--- src/rtl/ifmap_addr_gen_layer_3_pkg.sv ---
// Shared layer-3 constants and the signed row/col coordinate type used by
// the input-feature-map address generator and its padding check.
package ifmap_addr_gen_layer_3_pkg;

    localparam int FM_W    = 30;
    localparam int FM_H    = 30;
    localparam int K       = 3;
    localparam int PAD     = 1;
    localparam int FM_SIZE = FM_W * FM_H;

    localparam int COORD_W = 7;
    typedef logic signed [COORD_W-1:0] coord_t;

endpackage

--- src/rtl/pad_check_layer_3.sv ---
// Combinational tap-to-input coordinate mapping with zero-padding detection:
// row/col = output pixel + kernel tap - PAD, pad when either leaves the map.
module pad_check_layer_3
    import ifmap_addr_gen_layer_3_pkg::*;
#(
    parameter int FM_W  = ifmap_addr_gen_layer_3_pkg::FM_W,
    parameter int FM_H  = ifmap_addr_gen_layer_3_pkg::FM_H,
    parameter int PAD   = ifmap_addr_gen_layer_3_pkg::PAD,
    parameter int X_W   = 5,
    parameter int Y_W   = 5,
    parameter int TAP_W = 2
) (
    input  logic [X_W-1:0]   x,
    input  logic [Y_W-1:0]   y,
    input  logic [TAP_W-1:0] kx,
    input  logic [TAP_W-1:0] ky,
    output coord_t           row,
    output coord_t           col,
    output logic             pad
);

    coord_t x_s;
    coord_t y_s;
    coord_t kx_s;
    coord_t ky_s;

    always_comb begin
        // zero-extend into the signed domain so x + kx - PAD can go to -PAD
        x_s  = coord_t'({{(COORD_W-X_W){1'b0}}, x});
        y_s  = coord_t'({{(COORD_W-Y_W){1'b0}}, y});
        kx_s = coord_t'({{(COORD_W-TAP_W){1'b0}}, kx});
        ky_s = coord_t'({{(COORD_W-TAP_W){1'b0}}, ky});

        row = y_s + ky_s - coord_t'(PAD);
        col = x_s + kx_s - coord_t'(PAD);

        pad = row[COORD_W-1] | (row >= coord_t'(FM_H))
            | col[COORD_W-1] | (col >= coord_t'(FM_W));
    end

endmodule

--- src/rtl/ifmap_addr_gen_layer_3.sv ---
// Layer-3 input-feature-map read-address generator: two-stage pipeline from
// (x, y, kx, ky, ch) to SRAM address with padding flag, stall and frame tag.
module ifmap_addr_gen_layer_3
    import ifmap_addr_gen_layer_3_pkg::*;
#(
    parameter int FM_W   = ifmap_addr_gen_layer_3_pkg::FM_W,
    parameter int FM_H   = ifmap_addr_gen_layer_3_pkg::FM_H,
    parameter int K      = ifmap_addr_gen_layer_3_pkg::K,
    parameter int PAD    = ifmap_addr_gen_layer_3_pkg::PAD,
    parameter int CH_W   = 6,
    parameter int ADDR_W = 16,
    localparam int X_W   = $clog2(FM_W),
    localparam int Y_W   = $clog2(FM_H),
    localparam int TAP_W = $clog2(K)
) (
    input  logic              clk,
    input  logic              rst,
    input  logic              in_valid,
    input  logic              hold,
    input  logic [X_W-1:0]    x,
    input  logic [Y_W-1:0]    y,
    input  logic [TAP_W-1:0]  kx,
    input  logic [TAP_W-1:0]  ky,
    input  logic [CH_W-1:0]   ch,
    input  logic              frame_last,
    output logic              rd_en,
    output logic [ADDR_W-1:0] rd_addr,
    output logic              pad_zero,
    output logic              out_valid,
    output logic              out_last
);

    localparam int CH_STRIDE = FM_W * FM_H;

    coord_t row_c;
    coord_t col_c;
    logic   pad_c;

    pad_check_layer_3 #(
        .FM_W  (FM_W),
        .FM_H  (FM_H),
        .PAD   (PAD),
        .X_W   (X_W),
        .Y_W   (Y_W),
        .TAP_W (TAP_W)
    ) u_pad_check (
        .x   (x),
        .y   (y),
        .kx  (kx),
        .ky  (ky),
        .row (row_c),
        .col (col_c),
        .pad (pad_c)
    );

    // Stage 1
    logic              s1_valid_q,   s1_valid_d;
    logic              s1_last_q,    s1_last_d;
    logic              s1_pad_q,     s1_pad_d;
    coord_t            s1_row_q,     s1_row_d;
    coord_t            s1_col_q,     s1_col_d;
    logic [ADDR_W-1:0] s1_ch_base_q, s1_ch_base_d;

    // Stage 2 (drives the outputs directly)
    logic              rd_en_q,     rd_en_d;
    logic [ADDR_W-1:0] rd_addr_q,   rd_addr_d;
    logic              pad_zero_q,  pad_zero_d;
    logic              out_valid_q, out_valid_d;
    logic              out_last_q,  out_last_d;

    always_comb begin
        s1_valid_d   = s1_valid_q;
        s1_last_d    = s1_last_q;
        s1_pad_d     = s1_pad_q;
        s1_row_d     = s1_row_q;
        s1_col_d     = s1_col_q;
        s1_ch_base_d = s1_ch_base_q;

        if (!hold) begin
            s1_valid_d   = in_valid;
            s1_last_d    = in_valid & frame_last;
            s1_pad_d     = pad_c;
            s1_row_d     = row_c;
            s1_col_d     = col_c;
            s1_ch_base_d = ADDR_W'(ch) * ADDR_W'(CH_STRIDE);
        end
    end

    always_comb begin
        rd_en_d     = rd_en_q;
        rd_addr_d   = rd_addr_q;
        pad_zero_d  = pad_zero_q;
        out_valid_d = out_valid_q;
        out_last_d  = out_last_q;

        if (!hold) begin
            out_valid_d = s1_valid_q;
            out_last_d  = s1_valid_q & s1_last_q;
            pad_zero_d  = s1_valid_q & s1_pad_q;
            rd_en_d     = s1_valid_q & ~s1_pad_q;
            // row/col are non-negative whenever pad is clear, so zero-extension is safe
            rd_addr_d   = s1_pad_q ? '0
                        : s1_ch_base_q
                          + ADDR_W'(unsigned'(s1_row_q)) * ADDR_W'(FM_W)
                          + ADDR_W'(unsigned'(s1_col_q));
        end
    end

    always_ff @(posedge clk or negedge rst) begin
        if (!rst) begin
            s1_valid_q   <= 1'b0;
            s1_last_q    <= 1'b0;
            s1_pad_q     <= 1'b0;
            s1_row_q     <= '0;
            s1_col_q     <= '0;
            s1_ch_base_q <= '0;
            rd_en_q      <= 1'b0;
            rd_addr_q    <= '0;
            pad_zero_q   <= 1'b0;
            out_valid_q  <= 1'b0;
            out_last_q   <= 1'b0;
        end else begin
            s1_valid_q   <= s1_valid_d;
            s1_last_q    <= s1_last_d;
            s1_pad_q     <= s1_pad_d;
            s1_row_q     <= s1_row_d;
            s1_col_q     <= s1_col_d;
            s1_ch_base_q <= s1_ch_base_d;
            rd_en_q      <= rd_en_d;
            rd_addr_q    <= rd_addr_d;
            pad_zero_q   <= pad_zero_d;
            out_valid_q  <= out_valid_d;
            out_last_q   <= out_last_d;
        end
    end

    assign rd_en     = rd_en_q;
    assign rd_addr   = rd_addr_q;
    assign pad_zero  = pad_zero_q;
    assign out_valid = out_valid_q;
    assign out_last  = out_last_q;

endmodule

--- config.mk ---
export PLATFORM = sky130hd
export DESIGN_NAME = ifmap_addr_gen_layer_3
export DESIGN_NICKNAME = d
export VERILOG_FILES = /design/src/rtl/ifmap_addr_gen_layer_3_pkg.sv /design/src/rtl/pad_check_layer_3.sv /design/src/rtl/ifmap_addr_gen_layer_3.sv
export SDC_FILE = /design/constraint.sdc
export NUM_CORES = 1
export LEC_CHECK = 0
export BUFFER_PORTS_ARGS = -buffer_cell sky130_fd_sc_hd__buf_4
export CORE_ASPECT_RATIO = 2
export CORE_UTILIZATION = 45
export CTS_CLUSTER_DIAMETER = 100
export CTS_CLUSTER_SIZE = 30
export DETAILED_ROUTE_END_ITERATION = 10
export HOLD_SLACK_MARGIN = 0.08
export PLACE_DENSITY_LB_ADDON = 0.2
export SLEW_MARGIN = 20
export SYNTH_ARGS = -nofsm -noshare
export SYNTH_HDL_FRONTEND = slang
export SYNTH_HIERARCHICAL = 1
export SYNTH_SLANG_ARGS = --single-unit
--- constraint.sdc ---
create_clock -name clk -period 5.6 [get_ports clk]
set_clock_uncertainty 0.2 [all_clocks]
set_input_delay 0.56 -clock clk [delete_from_list [all_inputs] [get_ports clk]]
set_output_delay 0.56 -clock clk [all_outputs]
set_load 0.1 [all_outputs]
; Yosys cells after proc, flatten, opt, wreduce, memory -nomap -nowiden
; Cells that the tools add are included.
[totals]
register_bits = 51
in_bits = 25
word_cells = 30
[op_classes]
addsub = 6
multipliers = 2
n_lt_le_gt_ge = 2
muxes = 1
bitwise_logic = 8
[ops]
columns = cell, n
row1 = adder 16 x 12 -> 16 bit, 1
row2 = adder 16 x 7 -> 16 bit, 1
row3 = two-way mux 16 bit, 1
row4 = greater-or-equal comparator 7 x 6 -> 1 bit (second input constant), 2
row5 = multiplier 6 x 8 -> 14 bit (second input constant), 1
row6 = subtractor 7 x 2 -> 7 bit (second input constant), 2
row7 = adder 5 x 2 -> 6 bit, 2
row8 = multiplier 7 x 4 -> 11 bit (second input constant), 1
row9 = bitwise AND 1 bit, 4
row10 = bitwise OR 1 bit, 3
row11 = inverter 1 bit, 1

; Depth between registers and ports, before layout
; Gate-level depths: netlist of run 1.
[logic_depth]
word_depth = 6
mapped_depth = 18
depth_no_buf = 17

; Cells and area by module
; The synthesis of run 1 kept the hierarchy.
[by_module_without_submodules]
columns = module, n_inst, cells_each, area_per_inst_um2, seq_area_each_um2
row1 = ifmap_addr_gen_layer_3, 1, 369, 3893.7, 1276.2
row2 = pad_check_layer_3, 1, 70, 534.3, 0.0

; Worst setup path before layout of run 1
; No wires, ideal clock.
[synth_path]
path_kind = flip-flop to flip-flop
startpoint = reg s1_row_q[3]
endpoint = reg rd_addr_q[14], in the netlist rd_addr[14]
setup_time_ps = 126
arrival_ps = 4336
required_time_ps = 5274
slack_ps = 938
stages_incl_launch_ff = 19
path_buffers = 1
cell_sequence = dfrtp_1 > inv_1 > fa_1 > fa_1 > inv_1 > ha_1 > nor2b_1 > o21ai_0 > a21oi_1 > o41ai_1 > xnor2_1 > ha_1 > ha_1 > buf_2 > a21o_1 > a221o_1 > a211oi_2 > mux2i_1 > a221o_1
[synth_via]
elab_chain_len = 4
[synth_rtl]
columns = item, line
row1 = start: declaration, ifmap_addr_gen_layer_3.sv:60  ; coord_t s1_row_q, s1_row_d;
row2 = start signal: assignment, ifmap_addr_gen_layer_3.sv:126  ; s1_row_q <= s1_row_d;
row3 = multiplier 7 x 4 -> 11 bit, ifmap_addr_gen_layer_3.sv:104  ; + ADDR_W'(unsigned'(s1_row_q)) * ADDR_W'(FM_W)
row4 = adder 16 x 12 -> 16 bit, ifmap_addr_gen_layer_3.sv:104
row5 = adder 16 x 7 -> 16 bit, ifmap_addr_gen_layer_3.sv:105  ; + ADDR_W'(unsigned'(s1_col_q));
row6 = two-way mux 16 bit, ifmap_addr_gen_layer_3.sv:102  ; rd_addr_d = s1_pad_q ? '0
row7 = end signal: assignment, ifmap_addr_gen_layer_3.sv:130  ; rd_addr_q <= rd_addr_d;
row8 = end: declaration, ifmap_addr_gen_layer_3.sv:66  ; logic [ADDR_W-1:0] rd_addr_q, rd_addr_d;
; Every way passes these cells.
; A chain may end at the register's enable or synchronous reset.

; Final worst setup path of run 1
[layout_path]
startpoint = reg s1_row_q[3]
endpoint = reg rd_addr_q[15], in the netlist rd_addr[15]
; The elaborated chain is that of the path after synthesis.

==> flow_summary.yaml, run 1 <==
status:
  status: "completed"
layout:
  synthToLayoutAreaGrowth_pct: 13.6
  diodes: 0
  nets: 593
  drive_above_1_share_pct: 17.9
cts:
  clk_pin_slew_ps: 80
  clock-sinks: 51
  cts_tree: "yes"
  cts-resized-gates: 0
  root_buffer: "clkbuf_16"
  cts.path.max_buffers: 2
  clk_latency_ps: 300
  numCtsBuffers: 5
  htree_levels: 2
  holdBufCountCts: 0
  post-cts-setup-buffers: 0
worst_setup_path:
  slowest_delay_ps: 520
  required_ps: 5640
  startpoint_type: "register"
  reg2reg_slack_ps: 620
  crit_type: "reg2reg"
  r2r-end: "rd_addr[15]"
  crit_chain: "inv_1 -> fa_1 -> fa_1 -> inv_1 -> ha_1 -> nor2b_1 -> o21ai_0 -> a21oi_1 -> o41ai_1 -> xnor2_1 -> ha_1 -> ha_1 -> nand4_1 -> nor2_1 -> a211oi_2 -> or4b_1 -> nand3_1"
  arrival_ps: 5020
  r2r_cells: 17
  r2r-start: "s1_row_q[3]"
  crit_top_cell: "ha_1"
  cp_max_fo: 7
  critPathSlowestCell: "fa_1"
  critPathCaptureType: "register"
logic_synthesis:
  yosysUniqueCellTypes: 50
  synth_top_flop_cell: "dfrtp_1"
  syn-instance-count: 439
  synth_fp_nets: 553
  syn_avg_cell_area_um2: 10.1
  synth_top_cell_by_area: "dfrtp_1"
  post-synth-top-count-cell: "ha_1"
  yosys_warnings: 6
  synthArstFlopShare_pct: 100
  synth_common_cells: "ha_1 (65), inv_1 (62), dfrtp_1 (51), nand2_1 (30)"
  yosys_register_bits: 51
  synth.area.top_cells: "dfrtp_1 (29%), ha_1 (18%), fa_1 (11%)"
  ys_seq_area_share_pct: 28.8
  yosysTopAreaCellShare_pct: 28.8
  syn_area_mm2: 0.00443
  synth_edf_count: 0
die:
  die_h_um: 142
  start_util_pct: 46.9
  row_count: 50
  dieArea_mm2: 0.0103
  io_pins: 45
  die_x_um: 72.1
  core-area_mm2: 0.00945
timing:
  final_hold_viol_count: 0
  min_period_ps: 4980
  drv_slew: 0
  fin_crit_sh_pct: 88.9
  clock.fmax_mhz: 201
  rsz0062_at_grt: "no"
  tns_ps: 0
  tightest_slew_ps: 804
  setup_violations: 0
  slew-limit-headroom_pct: 46.2
min_path:
  hold_class: "in2async"
global_routing:
  grt_pass1_vias: 3340
  grt_pass1_wl_um: 14800
  overflow: 0
  grt_usage_pct: 18.5
  antenna_found_initial: 0
  grt_max_degree: 77
route:
  ant_nets: 0
  avgRoutedWirePerCell_um: 14.1
  routed_wl_um: 8610
  dr.first_iter.drc_count: 202
  first_pass_iters: 5
  vias_per_cell: 5.23
  vias: 3193
  drc_errors: 0
placed_design:
  gp_congestion: 0.876
  portBuffers: 44
  place.detailed.hpwl_um: 7030
flow_run:
  drv_cap: 0
-- cell families (layout without fill, tap and decap cells) --
kind of cell    Yosys count  in the layout  synth area share (%)
fa+ha+maj                89             89                  29.2
mux                      26             26                  6.56
compound gates           82             82                  13.3
simple gates             91             91                  10.4
flops                    51             51                  28.8
xor+xnor                 27             27                  5.51
buf+inv                  73            114                  6.22
-- through the flow --
step / utilization, % / instances / worst slack [ps] / hold slack [ps] / area, um^2
after CTS: 53.3 / 610 / 615 / 106 / 5030
final: 53.3 / 610 / 619 / 76.6 / 5030
after global placement: 51.6 / 602 / 777 / 267 / 4880
after floorplan: - / 439 / 938 / 64.4 / 4430
after detailed placement: 51.6 / 602 / 626 / 269 / 4880
after global routing: 53.3 / 610 / 295 / 131 / 5030
-- worst max path at each step --
stage / from / endpoint / slack (ps) / cells after the start
CTS: s1_row_q[3] / rd_addr[15] / 610 / 17
detailed placement: s1_row_q[3] / rd_addr[15] / 630 / 17
finish: s1_row_q[3] / rd_addr[15] / 620 / 17
global route: s1_row_q[1] / rd_addr[15] / 290 / 17
floorplan: s1_row_q[3] / rd_addr[14] / 940 / 18
global placement: s1_row_q[3] / rd_addr[15] / 780 / 17
-- sequential cells by signal, summed over array words and instances, names as in the netlist --
register and cells:
s1_row_q 7, s1_last_q 1, out_last 1, s1_valid_q 1, s1_pad_q 1, rd_addr 16
out_valid 1, s1_col_q 7, rd_en 1, s1_ch_base_q 14, pad_zero 1
-- worst max-delay path, delay by kind of cell (launching register included) --
family | cells | cell delay [ps]
XOR/XNOR | 1 | 170
adder cells (fa/ha/maj) | 5 | 1990
AND/OR/NAND/NOR | 5 | 1150
AO/OA/AOI/OAI | 4 | 790
buffers and inverters | 2 | 210
flip-flops | 1 | 420
-- layout by cell type, fill, tap and decap left out, types with 3 or more instances in the layout --
| cell type | Yosys | layout |
|---|---|---|
| clkbuf_16 | 0 | 5 |
| o41ai_1 | 4 | 4 |
| nand2b_1 | 8 | 8 |
| ha_1 | 65 | 65 |
| a211oi_1 | 6 | 6 |
| nor2b_1 | 5 | 5 |
| xnor2_1 | 20 | 20 |
| a21oi_1 | 11 | 11 |
| a31oi_1 | 3 | 3 |
| buf_4 | 0 | 44 |
| nand2_1 | 30 | 30 |
| nand3_1 | 7 | 7 |
| nor3b_1 | 4 | 4 |
| xor2_1 | 6 | 6 |
| o21ai_0 | 22 | 22 |
| dfrtp_1 | 51 | 51 |
| a22o_1 | 6 | 6 |
| inv_1 | 62 | 62 |
| nor2_1 | 17 | 17 |
| fa_1 | 24 | 24 |
| a211oi_2 | 3 | 3 |
| or3_1 | 3 | 3 |
| nand4_1 | 3 | 3 |
| mux2_2 | 24 | 24 |
| nor3_1 | 6 | 6 |
| a21o_1 | 10 | 10 |
-- per-layer routing --
metal | up-vias | global-route usage, % | part of all wire [%]
met1 | 1564 | 18.2 | 36
met3 | 13 | 2.20 | 1.6
met4 | 0 | 8.46 | 3.3
li1 | 1580 | - | -
met2 | 36 | 36.6 | 59
met5 | - | 0 | 0
-- cell type report --
| class | count | area (um^2) |
|---|---|---|
| fillers | 884 | 4420 |
| multi-input cells | 315 | 2880 |
| flip-flops and latches | 51 | 1280 |
| repair buffers | 44 | 330 |
| inverters | 62 | 233 |
| well taps | 130 | 163 |
| clock buffers | 5 | 125 |
| clock inverters | 3 | 27.5 |
Power of run 1 is left out: the tool's default activity adds up to more than one toggle a clock period on the data nets, which glitch-free logic cannot reach.
==> run 2: changes to the inputs <==
- SYNTH_HIERARCHICAL: 1 -> default
==> run 2 against run 1 <==
  * Hold slack better by 3.7 ps
  * Register-to-register slack worse by 130 ps
  * Via count is 1.1% higher
  * Fmax is 2.6% lower
  * Area after synthesis is 1.9% lower
==> flow_summary.yaml, run 2 <==
logic_synthesis:
  yosys_warnings: 0
  syn-instance-count: 456
  synth_top_cell_by_area: "dfrtp_1"
  yosys_register_bits: 51
  ys_seq_area_share_pct: 29.4
  syn_area_mm2: 0.00434
  post-synth-top-count-cell: "ha_1"
  synth.area.top_cells: "dfrtp_1 (29%), ha_1 (18%), fa_1 (11%)"
  syn_avg_cell_area_um2: 9.53
  synth_common_cells: "ha_1 (61), inv_1 (59), nand2_1 (55), dfrtp_1 (51), o21ai_0 (41)"
  synthArstFlopShare_pct: 100
  yosysUniqueCellTypes: 53
  synth_edf_count: 0
  synth_fp_nets: 566
  synth_top_flop_cell: "dfrtp_1"
  yosysTopAreaCellShare_pct: 29.4
timing:
  final_hold_viol_count: 0
  tightest_slew_ps: 783
  setup_violations: 0
  whs_ps: 80.3
  drv_slew: 0
  fin_crit_sh_pct: 91.3
  tns_ps: 0
  clock.fmax_mhz: 196
  min_period_ps: 5110
  worst_slack_ps: 488
  rsz0062_at_grt: "no"
  slew-limit-headroom_pct: 47.8
power:
  intPower_w: 0.00145
  peakVddDrop_v: 0.000321
  power_frac_comb_pct: 71.7
  seqPwrFrac_pct: 17.8
  switching_share_pct: 51.4
  p_leak_nw: 2.48
  pwr-share-clk_pct: 10.6
  p_sw_w: 0.00153
  power_per_cell_area_mw_per_mm2: 605
worst_setup_path:
  required_ps: 5580
  r2r_cells: 18
  arrival_ps: 5090
  critPathCaptureType: "register"
  cp_max_fo: 4
  crit_type: "reg2reg"
  startpoint_type: "register"
placed_design:
  place_ws_ps: 336
  gp_congestion: 0.796
  place.detailed.hpwl_um: 7170
  place_area_mm2: 0.00476
  portBuffers: 44
layout:
  post-route-util_pct: 52.4
  synthToLayoutAreaGrowth_pct: 13.3
  layout_commonest_cell: "ha_1"
  final_cell_mix: "ha_1 (61), inv_1 (59), nand2_1 (55)"
  final_area_mm2: 0.00492
  diodes: 0
  largest_reg_flops: 16
  nets: 606
  drive_above_1_share_pct: 14.3
route:
  dr.first_iter.drc_count: 105
  drc_errors: 0
  ant_nets: 0
  avgRoutedWirePerCell_um: 14.5
  routed_wl_um: 8740
  vias_per_cell: 5.37
  vias: 3227
  first_pass_iters: 4
cts:
  clk_pin_slew_ps: 70
  cts.path.max_buffers: 2
  clock-sinks: 51
  root_buffer: "clkbuf_16"
  cts_tree: "yes"
  clk_latency_ps: 290
  post-cts-setup-buffers: 0
  htree_levels: 2
  numCtsBuffers: 5
  holdBufCountCts: 0
die:
  core-area_mm2: 0.00938
  row_count: 50
  io_pins: 45
  start_util_pct: 46.3
  die_h_um: 141
  dieArea_mm2: 0.0101
  die_x_um: 71.5
global_routing:
  grt_usage_pct: 19.2
  overflow: 0
  grt_max_degree: 84
  grt_pass1_vias: 3351
  grt_pass1_wl_um: 15200
  antenna_found_initial: 0
min_path:
  hold_class: "in2async"
status:
  status: "completed"
flow_run:
  drv_cap: 0
run 2: metrics by stage:
step	std cells	total power, W
final	601	0.00298
after floorplan	456	0.00221
after detailed placement	593	0.00268
after global placement	593	0.00262
after global routing	601	0.00326
after CTS	601	0.00301
run 2: layout make-up:
class | count | area (um^2)
inverters | 59 | 221
fillers | 886 | 4460
clock inverters | 3 | 28.8
clock buffers | 5 | 125
repair buffers | 44 | 330
flip-flops and latches | 51 | 1280
multi-input cells | 335 | 2810
well taps | 104 | 130
run 2: critical path: stages, from the launching register on:
cell	delay, ps
dfrtp_1	430
inv_1	170
fa_1	480
fa_1	530
inv_1	40
ha_1	320
a21oi_1	200
nand2b_1	130
a21boi_0	110
o41a_1	340
xor2_1	150
ha_1	280
ha_1	350
a21oi_1	240
nor2_1	90
a31o_2	240
o31ai_2	320
nand3_1	120
a32o_1	250
run 2: cells by family (layout without fill, tap and decap cells):
kind of cell / after synthesis / in the layout / share of synthesized area, %
AO/OA/AOI/OAI: 101 / 101 / 15.7
XOR/XNOR: 31 / 31 / 6.25
adder cells (fa/ha/maj): 85 / 85 / 28.6
buffers and inverters: 70 / 111 / 6.08
flip-flops: 51 / 51 / 29.4
multiplexers: 10 / 10 / 2.59
AND/OR/NAND/NOR: 108 / 108 / 11.4
run 2: worst paths after layout:
kind,start,endpoint,slack [ps]
worst max-delay path,s1_row_q[3],rd_addr[13],490
worst min-delay path,rst,rd_addr[10],80
worst max register to register,s1_row_q[3],rd_addr[13],490
worst min register to register,s1_row_q[4],s1_row_q[4],280
max in group asynchronous,rst,s1_row_q[4],4680
min in group clk,s1_row_q[4],s1_row_q[4],280
run 2: power groups by stage:
stage | Clock (W) | Sequential [W] | Combinational [W]
2_1_floorplan | 0 | 0.000841 | 0.00137
3_3_place_gp | 0 | 0.000537 | 0.00208
3_5_place_dp | 0 | 0.000540 | 0.00214
4_1_cts | 0.000326 | 0.000533 | 0.00215
5_1_grt | 0.000335 | 0.000541 | 0.00239
6_report | 0.000315 | 0.000530 | 0.00213
run 2: repair_timing:
action / in CTS / in global routing
setup endpoints to repair: 0 / 1
hold endpoints to repair: 0 / 0
gates resized for setup: 0 / 1
run 2: routing by layer:
metal  vias up  part of all wire, %  GRT usage (%)
li1       1632                    -              -
met1      1543                   36           19.4
met2        40                   59           38.6
met3        12                  1.5           2.22
met4         0                  2.7           7.22
met5         -                    0              0
No activity file was read; power rests on OpenSTA's default activity.
